[src/rtl/rf_sequencer_pkg.sv]
// Shared definitions for the RISC control sequencer: opcodes, ALU and W-mux
// encodings, FSM states and small decode helpers.
package rf_sequencer_pkg;

   localparam int DATA_W_DEF = 16;
   localparam int ADDR_W_DEF = 3;

   localparam logic [3:0] OP_NOP    = 4'd0;
   localparam logic [3:0] OP_ADD    = 4'd1;
   localparam logic [3:0] OP_SUB    = 4'd2;
   localparam logic [3:0] OP_AND    = 4'd3;
   localparam logic [3:0] OP_OR     = 4'd4;
   localparam logic [3:0] OP_MOV    = 4'd5;
   localparam logic [3:0] OP_LDI    = 4'd6;
   localparam logic [3:0] OP_SWAP   = 4'd7;
   localparam logic [3:0] OP_CLRALL = 4'd8;

   localparam logic [3:0] ALU_ADD    = 4'd0;
   localparam logic [3:0] ALU_SUB    = 4'd1;
   localparam logic [3:0] ALU_AND    = 4'd2;
   localparam logic [3:0] ALU_OR     = 4'd3;
   localparam logic [3:0] ALU_PASS_R = 4'd4;

   localparam logic [1:0] WSEL_ALU  = 2'd0;
   localparam logic [1:0] WSEL_IMM  = 2'd1;
   localparam logic [1:0] WSEL_ZERO = 2'd2;
   localparam logic [1:0] WSEL_TMP  = 2'd3;

   typedef enum logic [2:0] {
      ST_IDLE   = 3'd0,
      ST_DECODE = 3'd1,
      ST_WRITE  = 3'd2,
      ST_SWAP2  = 3'd3,
      ST_CLR    = 3'd4
   } state_e;

   function automatic logic op_illegal(input logic [3:0] op);
      return op > OP_CLRALL;
   endfunction

   // MOV and SWAP both route the R operand straight through the ALU.
   function automatic logic [3:0] op_to_alu(input logic [3:0] op);
      case (op)
         OP_ADD:  return ALU_ADD;
         OP_SUB:  return ALU_SUB;
         OP_AND:  return ALU_AND;
         OP_OR:   return ALU_OR;
         default: return ALU_PASS_R;
      endcase
   endfunction

endpackage

[src/rtl/rf_sequencer_if.sv]
// Instruction handshake plus register-file / ALU / W-mux control bundle.
interface rf_sequencer_if #(
   parameter int DATA_W = 16,
   parameter int ADDR_W = 3
);
   logic [DATA_W-1:0] instr;
   logic              instr_valid;
   logic              instr_ready;
   logic [DATA_W-1:0] s_bus;
   logic [ADDR_W-1:0] w_addr;
   logic [ADDR_W-1:0] r_addr;
   logic [ADDR_W-1:0] s_addr;
   logic              we;
   logic [3:0]        alu_op;
   logic [1:0]        w_sel;
   logic [DATA_W-1:0] imm;
   logic [DATA_W-1:0] tmp;
   logic              busy;
   logic              done;
   logic              illegal;

   modport slave (
      input  instr, instr_valid, s_bus,
      output instr_ready, w_addr, r_addr, s_addr, we, alu_op, w_sel,
             imm, tmp, busy, done, illegal
   );

   modport master (
      output instr, instr_valid, s_bus,
      input  instr_ready, w_addr, r_addr, s_addr, we, alu_op, w_sel,
             imm, tmp, busy, done, illegal
   );
endinterface

[src/rtl/rf_sequencer.sv]
// Multi-cycle sequencer for the 16-bit RISC datapath: decodes one instruction
// per handshake and drives register-file, ALU and W-mux controls per cycle.
module rf_sequencer
   import rf_sequencer_pkg::*;
#(
   parameter int DATA_W = DATA_W_DEF,
   parameter int ADDR_W = ADDR_W_DEF
) (
   input  logic          clk,
   input  logic          reset,
   rf_sequencer_if.slave bus
);

   localparam int                NREGS = 2 ** ADDR_W;
   localparam logic [ADDR_W-1:0] LAST  = ADDR_W'(NREGS - 1);

   state_e            r_state;
   logic [DATA_W-1:0] r_ir;
   logic [DATA_W-1:0] r_tmp;
   logic [ADDR_W-1:0] r_cnt;
   logic [ADDR_W-1:0] r_w_addr;
   logic [ADDR_W-1:0] r_r_addr;
   logic [ADDR_W-1:0] r_s_addr;
   logic              r_we;
   logic              r_done;
   logic              r_illegal;
   logic              r_ready;
   logic              r_busy;
   logic [3:0]        r_alu_op;
   logic [1:0]        r_w_sel;

   logic [3:0]        w_op;
   logic [3:0]        w_in_op;
   logic [ADDR_W-1:0] w_rd;
   logic [ADDR_W-1:0] w_rs;
   logic [ADDR_W-1:0] w_rt;
   logic [ADDR_W-1:0] w_cnt_nxt;
   logic              w_accept;

   assign w_op      = r_ir[15:12];
   assign w_rd      = r_ir[9 +: ADDR_W];
   assign w_rs      = r_ir[6 +: ADDR_W];
   assign w_rt      = r_ir[3 +: ADDR_W];
   assign w_in_op   = bus.instr[15:12];
   assign w_cnt_nxt = r_cnt + 1'b1;
   assign w_accept  = bus.instr_valid & r_ready;

   // Outputs are registered: each transition loads the controls of the state being entered.
   always_ff @(posedge clk) begin
      if (reset) begin
         r_state   <= ST_IDLE;
         r_ir      <= '0;
         r_tmp     <= '0;
         r_cnt     <= '0;
         r_w_addr  <= '0;
         r_r_addr  <= '0;
         r_s_addr  <= '0;
         r_we      <= 1'b0;
         r_done    <= 1'b0;
         r_illegal <= 1'b0;
         r_ready   <= 1'b1;
         r_busy    <= 1'b0;
         r_alu_op  <= ALU_ADD;
         r_w_sel   <= WSEL_ALU;
      end else begin
         r_we      <= 1'b0;
         r_done    <= 1'b0;
         r_illegal <= 1'b0;
         r_w_addr  <= '0;
         r_r_addr  <= '0;
         r_s_addr  <= '0;
         r_alu_op  <= ALU_ADD;
         r_w_sel   <= WSEL_ALU;

         case (r_state)
            ST_IDLE: begin
               if (w_accept) begin
                  r_ir      <= bus.instr;
                  r_state   <= ST_DECODE;
                  r_ready   <= 1'b0;
                  r_busy    <= 1'b1;
                  r_done    <= (w_in_op == OP_NOP) || op_illegal(w_in_op);
                  r_illegal <= op_illegal(w_in_op);
               end
            end

            ST_DECODE: begin
               if (w_op == OP_NOP || op_illegal(w_op)) begin
                  r_state <= ST_IDLE;
                  r_ready <= 1'b1;
                  r_busy  <= 1'b0;
               end else if (w_op == OP_CLRALL) begin
                  r_state  <= ST_CLR;
                  r_cnt    <= '0;
                  r_we     <= 1'b1;
                  r_w_sel  <= WSEL_ZERO;
               end else begin
                  r_state  <= ST_WRITE;
                  r_we     <= 1'b1;
                  r_w_addr <= w_rd;
                  r_r_addr <= w_rs;
                  r_s_addr <= (w_op == OP_SWAP) ? w_rd : w_rt;
                  r_alu_op <= op_to_alu(w_op);
                  r_w_sel  <= (w_op == OP_LDI) ? WSEL_IMM : WSEL_ALU;
                  r_done   <= (w_op != OP_SWAP);
               end
            end

            ST_WRITE: begin
               if (w_op == OP_SWAP) begin
                  // s_bus still carries the old rd: the first write lands on this same edge.
                  r_tmp    <= bus.s_bus;
                  r_state  <= ST_SWAP2;
                  r_we     <= 1'b1;
                  r_w_addr <= w_rs;
                  r_w_sel  <= WSEL_TMP;
                  r_done   <= 1'b1;
               end else begin
                  r_state <= ST_IDLE;
                  r_ready <= 1'b1;
                  r_busy  <= 1'b0;
               end
            end

            ST_SWAP2: begin
               r_state <= ST_IDLE;
               r_ready <= 1'b1;
               r_busy  <= 1'b0;
            end

            ST_CLR: begin
               if (r_cnt == LAST) begin
                  r_state <= ST_IDLE;
                  r_ready <= 1'b1;
                  r_busy  <= 1'b0;
               end else begin
                  r_cnt    <= w_cnt_nxt;
                  r_we     <= 1'b1;
                  r_w_addr <= w_cnt_nxt;
                  r_w_sel  <= WSEL_ZERO;
                  r_done   <= (w_cnt_nxt == LAST);
               end
            end

            default: begin
               r_state <= ST_IDLE;
               r_ready <= 1'b1;
               r_busy  <= 1'b0;
            end
         endcase
      end
   end

   assign bus.instr_ready = r_ready;
   assign bus.busy        = r_busy;
   assign bus.we          = r_we;
   assign bus.done        = r_done;
   assign bus.illegal     = r_illegal;
   assign bus.w_addr      = r_w_addr;
   assign bus.r_addr      = r_r_addr;
   assign bus.s_addr      = r_s_addr;
   assign bus.alu_op      = r_alu_op;
   assign bus.w_sel       = r_w_sel;
   assign bus.tmp         = r_tmp;
   assign bus.imm         = {{(DATA_W - 8){1'b0}}, r_ir[7:0]};

endmodule

[src/flat_wrapper.sv]
// flat-port wrapper written by rule: the top's interface ports become plain ports
module rf_sequencer_flat import rf_sequencer_pkg::*;
#(
   parameter int DATA_W = DATA_W_DEF,
   parameter int ADDR_W = ADDR_W_DEF
)
  (clk, reset, bus_instr, bus_instr_valid, bus_s_bus, bus_instr_ready, bus_w_addr, bus_r_addr, bus_s_addr, bus_we, bus_alu_op, bus_w_sel, bus_imm, bus_tmp, bus_busy, bus_done, bus_illegal);
  rf_sequencer_if #(.DATA_W(DATA_W), .ADDR_W(ADDR_W)) bus_i ();
  input  logic clk;
  input  logic reset;
  input wire logic [$bits(bus_i.instr)-1:0] bus_instr;
  input wire logic [$bits(bus_i.instr_valid)-1:0] bus_instr_valid;
  input wire logic [$bits(bus_i.s_bus)-1:0] bus_s_bus;
  output wire logic [$bits(bus_i.instr_ready)-1:0] bus_instr_ready;
  output wire logic [$bits(bus_i.w_addr)-1:0] bus_w_addr;
  output wire logic [$bits(bus_i.r_addr)-1:0] bus_r_addr;
  output wire logic [$bits(bus_i.s_addr)-1:0] bus_s_addr;
  output wire logic [$bits(bus_i.we)-1:0] bus_we;
  output wire logic [$bits(bus_i.alu_op)-1:0] bus_alu_op;
  output wire logic [$bits(bus_i.w_sel)-1:0] bus_w_sel;
  output wire logic [$bits(bus_i.imm)-1:0] bus_imm;
  output wire logic [$bits(bus_i.tmp)-1:0] bus_tmp;
  output wire logic [$bits(bus_i.busy)-1:0] bus_busy;
  output wire logic [$bits(bus_i.done)-1:0] bus_done;
  output wire logic [$bits(bus_i.illegal)-1:0] bus_illegal;
  assign bus_i.instr = bus_instr;
  assign bus_i.instr_valid = bus_instr_valid;
  assign bus_i.s_bus = bus_s_bus;
  assign bus_instr_ready = bus_i.instr_ready;
  assign bus_w_addr = bus_i.w_addr;
  assign bus_r_addr = bus_i.r_addr;
  assign bus_s_addr = bus_i.s_addr;
  assign bus_we = bus_i.we;
  assign bus_alu_op = bus_i.alu_op;
  assign bus_w_sel = bus_i.w_sel;
  assign bus_imm = bus_i.imm;
  assign bus_tmp = bus_i.tmp;
  assign bus_busy = bus_i.busy;
  assign bus_done = bus_i.done;
  assign bus_illegal = bus_i.illegal;
  rf_sequencer #(.DATA_W(DATA_W), .ADDR_W(ADDR_W)) u_core (.clk(clk), .reset(reset), .bus(bus_i));
endmodule
[config.mk]
export PLATFORM = sky130hd
export DESIGN_NAME = rf_sequencer_flat
export DESIGN_NICKNAME = d
export VERILOG_FILES = /design/src/rtl/rf_sequencer_pkg.sv /design/src/rtl/rf_sequencer_if.sv /design/src/rtl/rf_sequencer.sv /design/src/flat_wrapper.sv
export SDC_FILE = /design/constraint.sdc
export NUM_CORES = 1
export LEC_CHECK = 0
export ABC_CLOCK_PERIOD_IN_PS = 2000
export CORE_ASPECT_RATIO = 1.4
export CORE_UTILIZATION = 44
export CTS_CLUSTER_SIZE = 40
export DETAILED_ROUTE_END_ITERATION = 8
export PLACE_DENSITY = 0.9
export RECOVER_POWER = 50
export SLEW_MARGIN = 15
export SYNTH_ARGS = -nofsm -noshare
export SYNTH_HDL_FRONTEND = slang
export SYNTH_SLANG_ARGS = --single-unit
export TNS_END_PERCENT = 5
[constraint.sdc]
create_clock -name clk -period 2 [get_ports clk]
set_input_delay 0.2 -clock clk [delete_from_list [all_inputs] [get_ports clk]]
set_output_delay 0.2 -clock clk [all_outputs]
set_load 0.02 [all_outputs]
==> summary.txt <==
Status - finished, final reports clean
Number of synthesis warnings - 0
Reg2Reg Setup Slack - 200 ps
PwrDens - 805 nW/um^2
Die height - 88.5 um
P_int - 1.95 mW
Root Buffer - clkbuf_8
Die W - 63.8 um
Dominant synthesized flop cell - dfxtp_1
Setup CP Type - reg -> reg
Core area - 5160 sq um
Avg WL per Cell - 12.7 um
Power Total - 2.64 mW
Synthesized area per cell - 8.29 sq um
Clock-pin slew on the worst setup and hold paths - 70 ps
Tmin final - 1800 ps
Post-DP HPWL - 4010 um
Share of layout cells above drive strength 1 - 0.0810
GRT overflow - 0
Clk sinks - 57
IO Count - 87
Setup WS pre-CTS - 234 ps
Clock Power Share - 0.394
Diodes inserted - 0
Net Switching - 0.690 mW
GP Congestion - 0.871
Startpoint types - register
Clock skew - 8.14 ps
DRC viols - 0
Maximum VDD drop - 0.000500 V
Most frequent cells after synthesis - 75 x nand2_1, 57 x dfxtp_1, 42 x a21oi_1
Resize count post-CTS - 0
Global router's overall resource usage - 0.201
Synth async-reset ratio - 0
Post-synth EDFFs - 0
WL final - 5400 um
CP endpoint kind - register
Gate count of the mapped netlist - 284
Setup TNS - 0 ps
CTS tree - built
Sequential element share of the synthesized area - 0.485
Worst Hold Class - in -> reg
Vias in the first global route - 1955
Yosys reg bits - 57
Slew @ Worst Pin - 640 ps
Final Hold Viols - 0
Post-layout utilization of the core - 0.636
DRT Pass-1 Iters - 4
Row count - 31
Area added between synthesis and finish - 39.4%
Num CTS Buffers - 9
Synth area leader - dfxtp_1
CP max FO - 10
Initial Util - 0.456
Die area - 5650 sq um
Worst-Skew Late Latency - 330 ps
Initial antenna violation count - 0
Cts hold-fix bufs - 0
Fmax - 0.557 GHz
Area contributors post-synth - dfxtp_1 48%, nand2_1 12%, a21oi_1 8.9%
Max_cap viols - 0
Min Hold Slack - 411 ps
Synth unique cells - 41
Most frequent cell after synthesis - nand2_1
Largest net degree at the start of global routing - 26
Worst setup margin - 205 ps
WP data required - 2260 ps
Detailed Route Iter0 Violations - 79
# setup viols final - 0
Final period utilization - 0.898
Max Root-Sink Buffers - 2
Pins Over Slew Limit - 0
H-Tree Depth - 3
Port Buffer Count - 77
Top cell type's share of synthesized area - 0.485
Via Count - 2080
Critical path arrival - 2050 ps
First-pass GRT wire length - 8550 um
Sequential share of power - 0.467
Sw frac - 0.261
Leakage - 1.32 nW
Post-route ant nets - 0
Slew headroom - 0.571
Part of the power in combinational logic - 0.139
Synth Cell Area - 2350 sq um
Vias per cell - 4.91
RSZ-0062 raised after global routing - false
# Post-CTS Setup Buffers - 0
Layout net count - 391
registers in the layout, summed over array words and instances, names as in the netlist, 2 cells and up:
| signal | count |
|---|---|
| u_core.bus.w_sel | 2 |
| u_core.r_state | 3 |
| u_core.r_ir | 16 |
| u_core.r_cnt | 3 |
| u_core.bus.alu_op | 3 |
| u_core.bus.s_addr | 3 |
| u_core.bus.w_addr | 3 |
| u_core.bus.tmp | 16 |
| u_core.bus.r_addr | 3 |
placed cells by master (no fill, tap or decap), drive strengths merged, types with 5 or more instances in the layout:
cell type      synthesis  layout
nor2                  15      15
dfxtp                 57      57
buf                   27       7
clkbuf                 8      11
a21oi                 42      42
clkdlybuf4s50          0      34
and2                   5       5
nand2                 75      75
dlygate4sd3            0      43
nor3                   6       6
conb                   1       9
worst paths after layout:
| kind | start | to | cells past startpoint |
|---|---|---|---|
| max | u_core.r_state[0] | u_core.bus.s_addr[2] | 4 |
| min | bus_instr[2] | u_core.r_ir[2] | 3 |
| max reg2reg | u_core.r_state[0] | u_core.bus.s_addr[2] | 4 |
| min reg2reg | u_core.bus.tmp[0] | u_core.bus.tmp[0] | 2 |
layout make-up:
cell class | instances | area, sq um
clock buffers | 10 | 138
clock inverters | 6 | 57.6
fillers | 447 | 1880
inverters | 4 | 15.0
multi-input cells | 196 | 1020
flip-flops and latches | 57 | 1140
well taps | 66 | 82.6
repair buffers | 85 | 828
through the flow:
stage          instances  cell area [sq um]
4_1_cts              424               3280
5_1_grt              424               3280
3_5_place_dp         408               3090
2_1_floorplan        292               2380
3_3_place_gp         408               3090
6_report             424               3280
metal layers:
layer | share of wire | global-route usage | routed length, um | vias to the layer above
li1 | - | - | - | 1063
met1 | 0.39 | 0.207 | 2100 | 928
met2 | 0.53 | 0.360 | 2870 | 76
met3 | 0.054 | 0.0670 | 294 | 13
met4 | 0.024 | 0.112 | 131 | 0
met5 | 0 | 0 | 0 | -
power by group through the flow:
stage                     Sequential [mW]  Clock (mW)  Combinational, mW
after floorplan                      1.24           0              0.256
after global placement               1.26           0              0.369
after detailed placement             1.26           0              0.376
after CTS                            1.23        1.07              0.378
after global routing                 1.24        1.13              0.401
final                                1.23        1.04              0.366
worst max-delay path: stages (launching register included):
cell and delay [ps]:
dfxtp_1 520, or3b_4 440, or3_4 360, or2_1 250, nor2_1 140
cell families after synthesis:
logic type | share of synthesized area
AOI/OAI and AO/OA | 0.129
buffers and inverters | 0.0952
other | 0.00159
and+or+nand+nor | 0.249
muxes | 0.0128
xor gates and xnor gates | 0.0112
DFF | 0.485
adders and majority gates | 0.0160
No activity file was read; power rests on OpenSTA's default activity.
